## src/rtl/vga_dither_output_pkg.sv

```systemverilog
// Shared VGA output definitions (vga_defs): channel widths, sync idle level,
// the 4x4 Bayer threshold table and small colour arithmetic helpers.
package vga_dither_output_pkg;

   localparam int IN_BITS  = 8;                      // source colour width per channel
   localparam int OUT_BITS = 3;                      // DAC width per channel
   localparam int DROP     = IN_BITS - OUT_BITS;     // LSBs removed by quantisation
   localparam int OFF_BITS = 5;                      // dither offset width (0..30)

   localparam logic SYNC_IDLE_LEVEL = 1'b1;          // VGA syncs are active-low

   // Ordered-dither thresholds, row-major, index = {row, col}
   localparam logic [3:0] BAYER4 [0:15] = '{
      4'd0,  4'd8,  4'd2,  4'd10,
      4'd12, 4'd4,  4'd14, 4'd6,
      4'd3,  4'd11, 4'd1,  4'd9,
      4'd15, 4'd7,  4'd13, 4'd5
   };

   // Stage-1 pipeline contents: saturated colour plus the qualifiers it travels with
   typedef struct packed {
      logic [IN_BITS-1:0] r;
      logic [IN_BITS-1:0] g;
      logic [IN_BITS-1:0] b;
      logic               vis;
      logic               hs;
      logic               vs;
   } stage1_t;

   // Raw 4-bit threshold for a position inside the 4x4 tile
   function automatic logic [3:0] bayer4_lookup(input logic [1:0] row, input logic [1:0] col);
      return BAYER4[{row, col}];
   endfunction

   // Add the dither offset and clamp at full scale so bright colours never wrap to dark
   function automatic logic [IN_BITS-1:0] sat_add(input logic [IN_BITS-1:0] c,
                                                  input logic [OFF_BITS-1:0] off);
      logic [IN_BITS:0] sum;
      sum = {1'b0, c} + {{(IN_BITS - OFF_BITS + 1){1'b0}}, off};
      if (sum[IN_BITS]) begin
         return {IN_BITS{1'b1}};
      end else begin
         return sum[IN_BITS-1:0];
      end
   endfunction

endpackage

```

## src/rtl/vga_dither_output_bayer4_threshold.sv

```systemverilog
// Combinational 4x4 Bayer threshold lookup, scaled by 2 so the 4-bit
// threshold spans the five colour LSBs dropped on the way to the DAC.
module vga_dither_output_bayer4_threshold
   import vga_dither_output_pkg::*;
(
   input  logic [1:0]          i_col,
   input  logic [1:0]          i_row,
   output logic [OFF_BITS-1:0] o_offset
);

   // Table lookup, then shift left by one to reach the 0..30 offset range
   always_comb begin
      o_offset = {OFF_BITS{1'b0}};
      o_offset = {bayer4_lookup(i_row, i_col), 1'b0};
   end

endmodule

```

## src/rtl/vga_dither_output.sv

```systemverilog
// VGA pin output stage: 4x4 ordered dithering from 8-bit to 3-bit colour,
// optional per-frame pattern rotation, blanking, and sync delay so colour
// and syncs leave the block aligned two clocks after they arrive.
module vga_dither_output
   import vga_dither_output_pkg::*;
#(
   parameter bit   TEMPORAL  = 1'b1,
   parameter logic SYNC_IDLE = SYNC_IDLE_LEVEL
) (
   input  logic       i_clk,
   input  logic       i_rst,
   input  logic [9:0] i_hpos,
   input  logic [9:0] i_vpos,
   input  logic       i_visible,
   input  logic       i_hsync,
   input  logic       i_vsync,
   input  logic [7:0] i_r,
   input  logic [7:0] i_g,
   input  logic [7:0] i_b,
   output logic       o_vga_hsync,
   output logic       o_vga_vsync,
   output logic [2:0] o_vga_r,
   output logic [2:0] o_vga_g,
   output logic [2:0] o_vga_b,
   output logic [1:0] o_frame
);

   logic [1:0]          row_s;
   logic [OFF_BITS-1:0] offset_s;

   stage1_t             st1_d, st1_q;

   logic [2:0]          out_r_d, out_r_q;
   logic [2:0]          out_g_d, out_g_q;
   logic [2:0]          out_b_d, out_b_q;
   logic                hs2_d, hs2_q;
   logic                vs2_d, vs2_q;

   logic [1:0]          frame_d, frame_q;
   logic                vsync_prev_d, vsync_prev_q;
   logic                armed_d, armed_q;

   logic                unused_s;

   // Column and row bits above the tile size and the dropped colour LSBs are not needed
   assign unused_s = ^{i_hpos[9:2], i_vpos[9:2],
                       st1_q.r[DROP-1:0], st1_q.g[DROP-1:0], st1_q.b[DROP-1:0]};

   // Tile row: shifted by the frame phase when temporal rotation is enabled
   always_comb begin
      row_s = 2'd0;
      if (TEMPORAL) begin
         row_s = i_vpos[1:0] + frame_q;
      end else begin
         row_s = i_vpos[1:0];
      end
   end

   // One threshold per pixel, shared by all three channels
   vga_dither_output_bayer4_threshold u_threshold (
      .i_col    (i_hpos[1:0]),
      .i_row    (row_s),
      .o_offset (offset_s)
   );

   // Stage 1: dither-and-saturate each channel, capture qualifiers alongside
   always_comb begin
      st1_d     = st1_q;
      st1_d.r   = sat_add(i_r, offset_s);
      st1_d.g   = sat_add(i_g, offset_s);
      st1_d.b   = sat_add(i_b, offset_s);
      st1_d.vis = i_visible;
      st1_d.hs  = i_hsync;
      st1_d.vs  = i_vsync;
   end

   // Stage 2: quantise to the DAC width and blank outside active video
   always_comb begin
      out_r_d = 3'b000;
      out_g_d = 3'b000;
      out_b_d = 3'b000;
      if (st1_q.vis) begin
         out_r_d = st1_q.r[IN_BITS-1:DROP];
         out_g_d = st1_q.g[IN_BITS-1:DROP];
         out_b_d = st1_q.b[IN_BITS-1:DROP];
      end else begin
         out_r_d = 3'b000;
         out_g_d = 3'b000;
         out_b_d = 3'b000;
      end
      hs2_d = st1_q.hs;
      vs2_d = st1_q.vs;
   end

   // Frame phase: count vsync rising edges; the first cycle after reset only
   // primes the edge detector so a vsync already high at release is not counted
   always_comb begin
      frame_d      = frame_q;
      vsync_prev_d = i_vsync;
      armed_d      = 1'b1;
      if (armed_q && i_vsync && !vsync_prev_q) begin
         frame_d = frame_q + 2'd1;
      end else begin
         frame_d = frame_q;
      end
   end

   // Pipeline and frame-counter registers
   always_ff @(posedge i_clk or posedge i_rst) begin
      if (i_rst) begin
         st1_q        <= '{r: 8'd0, g: 8'd0, b: 8'd0, vis: 1'b0, hs: SYNC_IDLE, vs: SYNC_IDLE};
         out_r_q      <= 3'b000;
         out_g_q      <= 3'b000;
         out_b_q      <= 3'b000;
         hs2_q        <= SYNC_IDLE;
         vs2_q        <= SYNC_IDLE;
         frame_q      <= 2'd0;
         vsync_prev_q <= 1'b0;
         armed_q      <= 1'b0;
      end else begin
         st1_q        <= st1_d;
         out_r_q      <= out_r_d;
         out_g_q      <= out_g_d;
         out_b_q      <= out_b_d;
         hs2_q        <= hs2_d;
         vs2_q        <= vs2_d;
         frame_q      <= frame_d;
         vsync_prev_q <= vsync_prev_d;
         armed_q      <= armed_d;
      end
   end

   assign o_vga_r     = out_r_q;
   assign o_vga_g     = out_g_q;
   assign o_vga_b     = out_b_q;
   assign o_vga_hsync = hs2_q;
   assign o_vga_vsync = vs2_q;
   assign o_frame     = frame_q;

endmodule

```

## config.mk

```make
export PLATFORM = sky130hd
export DESIGN_NAME = vga_dither_output
export DESIGN_NICKNAME = d
export VERILOG_FILES = /design/src/rtl/vga_dither_output_pkg.sv /design/src/rtl/vga_dither_output_bayer4_threshold.sv /design/src/rtl/vga_dither_output.sv
export SDC_FILE = /design/constraint.sdc
export NUM_CORES = 1
export LEC_CHECK = 0
export CAP_MARGIN = 40
export CORE_UTILIZATION = 43
export DETAILED_ROUTE_END_ITERATION = 8
export HOLD_SLACK_MARGIN = 0.12
export PLACE_DENSITY = 0.84
export SYNTH_ARGS = -nofsm -noshare
export SYNTH_HDL_FRONTEND = slang
export SYNTH_HIERARCHICAL = 1
export SYNTH_SLANG_ARGS = --single-unit
```

## constraint.sdc

```tcl
create_clock -name i_clk -period 3.75 [get_ports i_clk]
set_clock_uncertainty 0.2 [all_clocks]
set_input_delay 1.125 -clock i_clk [delete_from_list [all_inputs] [get_ports i_clk]]
set_output_delay 1.125 -clock i_clk [all_outputs]
set_load 0.005 [all_outputs]
```

======== Word-level counts from Yosys, hierarchy flattened ========
Memory sizes are Yosys's and may differ from the RTL's.
Cells that the tools add are included.
Widths: inputs -> output; s select.
cells by class
  add/subtract/negate cells ............... 5
  $mul .................................... 0
  div/mod/pow operators ................... 0
  $lt $le $gt $ge ......................... 1
  equal/unequal tests ..................... 0
  shifts and indexed selects .............. 0
  mux-type cells .......................... 8
  bitwise logic cells ..................... 1
  reductions and logical operators ........ 3
operators with widths
  kind                 count
  $add 8x5->9          3
  $mux 8               3
  $mux 3               3
  $mux 4               2
  $ge 5x5->1 const B   1
  $not 4->5            1
  $add 2x1->2 const B  1
  $add 2x2->2          1
  $logic_and 1x1->1    2
  $logic_not 1->1      1
word-level totals
  flip-flop bits (word level) ............. 42
  bits in latches ......................... 0
  bits in writable memories ............... 0
  ROM bits ................................ 64
  bits of input ports ..................... 49
  output and inout bits ................... 13
  memories kept ........................... 1
memories
  memory            words  bits a word  rd ports  clocked after memory_dff  write ports  line                         source
  (name not given)  16     4            1         0                         0            vga_dither_output_pkg.sv:32  return BAYER4[{row, col}];

======== Depth between registers and ports, before layout ========
  word-level depth ........................ 7
  depth in mapped cells ................... 8

======== Cells and area by module ========
Netlist, hierarchy kept.
by module, submodules not included
  module                              instances  cells each  area an instance (µm²)  sequential area each (µm²)
  vga_dither_output                   1          97          1,234.9                 680.7
  vga_dither_output_bayer4_threshold  1          6           43.8                    0.0

======== Worst setup path before layout ========
No wires, ideal clock.
  path type ............................... input -> register
  start ................................... input i_vpos[0]
  end ..................................... register st1_q[9] (netlist name)
  data arrival time ....................... 2.699 ns
  path slack .............................. 0.725 ns
  stages .................................. 8
  path buffers ............................ 0
  cell sequence ........................... ha_1 > xnor2_1 > xor2_1 > ha_1 > a21oi_1 > a21oi_2 > o21ai_2 > mux2_4
RTL lines
  element               line                      source
  start, declared       vga_dither_output.sv:13   input logic [9:0] i_vpos,
  end signal, assigned  vga_dither_output.sv:111  st1_q <= '{r: 8'd0, g: 8'd0, b: 8'd0, vis: 1'b0, hs: SYNC_IDLE, vs: SYNC_IDLE};
  end signal, assigned  vga_dither_output.sv:121  st1_q <= st1_d;
  end, declared         vga_dither_output.sv:31   stage1_t st1_d, st1_q;

==> metrics.yaml <==
status: "complete, no violations"
drive_above_1_share_pct: 13.9
drt.antenna.violating_nets: 0
drt_first_iter_violations: 4
synth_area_um2: 1280
critPathLaunch: "i_vpos[0]"
synth.area.top_cells: "dfrtp_1 45%, ha_1 13%, dfstp_2 8.2%"
ys_ff_latch: 27
routedWlPerCell_um: 12.4
power.density_nw_per_um2: 539
fin_cells: 182
final_util_pct: 65.0
end_kind: "register"
hpwl_mm: 1.92
yosysSeqAreaShare_pct: 53.2
core_area_um2: 2780
synth.distinct_cells: 22
maxCapViolations: 0
cts_setup_buffers: 0
clk_pin_slew_ps: 140
antenna_found_initial: 0
dr.pass1.iters: 4
io_buffers: 45
synth.most_common_cell: "dfrtp_1"
rsz0062_at_grt: "no"
arrival_ps: 3320
numCtsBuffers: 3
remaining_drc_errors: 0
place_inst: 178
worstSetupPathType: "input port to register"
critPathBufInv: 1
grt_use_total_pct: 15.6
cts_root_buf: "clkbuf_4"
critPathMaxStageDelay_ps: 420
die_y_um: 56.5
place_area_um2: 1780
overflow: 0
dieArea_um2: 3200
timing.fmax_mhz: 301
cpMaxStageDelayCell: "clkdlybuf4s50_1"
crit_end: "st1_q[25]"
h-tree-depth: 1
yosysWarnings: 6
ir_worst_vdd_mv: 0.390
synth_edf_count: 0
cts_resized: 0
hold_slack_ps: 165
cts_sinks: 27
drv_slew: 0
holdBufCountCts: 0
finalSetupViolations: 0
final_hold_viol_count: 0
wirelength_mm: 2.25
p_leak_nw: 0.799
grt_pass1_wl_mm: 3.89
cts_tree: "yes"
num_vias: 899
first_global_vias: 936
cp_cell_sequence: "clkdlybuf4s50_1 > ha_1 > xnor2_1 > xor2_1 > ha_1 > a21oi_2 > a21oi_2 > o21ai_2 > mux2_4"
final_area_um2: 1810
required_ps: 3750
initial_core_util_pct: 46.0
ys.flop_type: "dfrtp_1"
ioPinCount: 62
synth_largest_area_cell: "dfrtp_1"
cts.path.max_buffers: 2
rr_endpoint: "st1_q[25]"
syn_nets: 165
crit_family: "XOR/XNOR gates"
via_per_inst: 4.94
fin_nets: 214
synthTopCellsByCount: "23 x dfrtp_1, 13 x ha_1, 9 x and2_1, 8 x nand2_1, 5 x a21oi_2"
num_rows: 19
syn_inst: 103
diodes: 0
clk_latency_ps: 310
cp_max_fo: 3
gp_congestion: 0.683
synthToLayoutAreaGrowth_pct: 41.4
cp-start-kind: "input port"
synth_top_area_share_pct: 45.0
reg2reg_slack_ps: 1220
worstRegToRegCells: 8
grt_max_degree: 20
synthArstFlopShare_pct: 100
hold_class: "register to register"
die_w_um: 56.5
post-route-period-util_pct: 88.7
setup_tns_ps: 0
fin_crit_ps: 3320
synth.avg_cell_area_um2: 12.4
r2r-start: "o_frame[0]"
cp.depth: 9
[worst register-to-register path, delay by kind of cell (launching register included)]
| family | cells | cell delay, ps |
|---|---|---|
| adders and majority gates | 2 | 520 |
| DFF | 1 | 450 |
| muxes | 1 | 310 |
| AOI/OAI and AO/OA | 3 | 370 |
| xor gates and xnor gates | 2 | 560 |
[where the power goes]
group | internal, mW | switching (mW) | leakage, nW
Combinational | 0.261 | 0.220 | 0.465
Sequential | 0.353 | 0.0256 | 0.317
Clock | 0.0397 | 0.0761 | 0.0177
[how the worst min path moves through the flow]
| stage | startpoint | depth (start not counted) | endpoint | slack [ps] |
|---|---|---|---|---|
| floorplan | hs2_d | 0 | o_vga_hsync | 150 |
| global placement | vs2_d | 0 | o_vga_vsync | 150 |
| detailed placement | vs2_d | 0 | o_vga_vsync | 150 |
| CTS | vs2_d | 0 | o_vga_vsync | 170 |
| global route | vs2_d | 0 | o_vga_vsync | 170 |
| finish | vs2_d | 0 | o_vga_vsync | 170 |
[layout by cell type, fill, tap and decap left out, types with 4 or more instances in the layout]
| cell type | n |
|---|---|
| nand2_1 | 8 |
| ha_1 | 13 |
| dfrtp_1 | 23 |
| and2_1 | 9 |
| a21oi_2 | 5 |
| dfstp_2 | 4 |
| clkdlybuf4s50_1 | 45 |
[layer usage]
metal | GRT usage [%] | part of all wire [%]
met5 | 0 | 0
met2 | 32.3 | 56
met4 | 4.53 | 0.98
met3 | 1.61 | 4.4
met1 | 15.8 | 38
[cell type report]
type / instances / area (um^2)
fillers: 226 / 973
flip-flops and latches: 27 / 681
multi-input cells: 72 / 572
repair buffers: 47 / 485
well taps: 31 / 38.8
clock buffers: 3 / 22.5
clock inverters: 1 / 5.00
inverters: 1 / 3.75
[stage by stage]
step	total power, mW	worst slack [ps]
global placement	0.839	155
floorplan	0.718	725
global route	1.06	319
finish	0.975	425
detailed placement	0.874	92.0
CTS	0.992	410
[cell families (layout without fill, tap and decap cells)]
| kind of cell | count (synthesis) | in the layout | synth area share, % |
|---|---|---|---|
| buffers and inverters | 4 | 52 | 2.05 |
| other | 2 | 2 | 0.587 |
| XOR/XNOR | 6 | 6 | 4.11 |
| AND/OR/NAND/NOR | 30 | 30 | 12.6 |
| flip-flops | 27 | 27 | 53.2 |
| multiplexers | 3 | 3 | 3.52 |
| adder cells (fa/ha/maj) | 13 | 13 | 12.7 |
| AO/OA/AOI/OAI | 18 | 18 | 11.2 |
[registers in the layout, indices dropped and copies added, names as in the netlist]
register	count
st1_q	10
o_vga_b	3
o_vga_g	3
o_vga_r	3
o_frame	2
armed_q	1
hs2_d	1
o_vga_hsync	1
o_vga_vsync	1
vs2_d	1
vsync_prev_q	1
(Power assumes the default switching activity.)
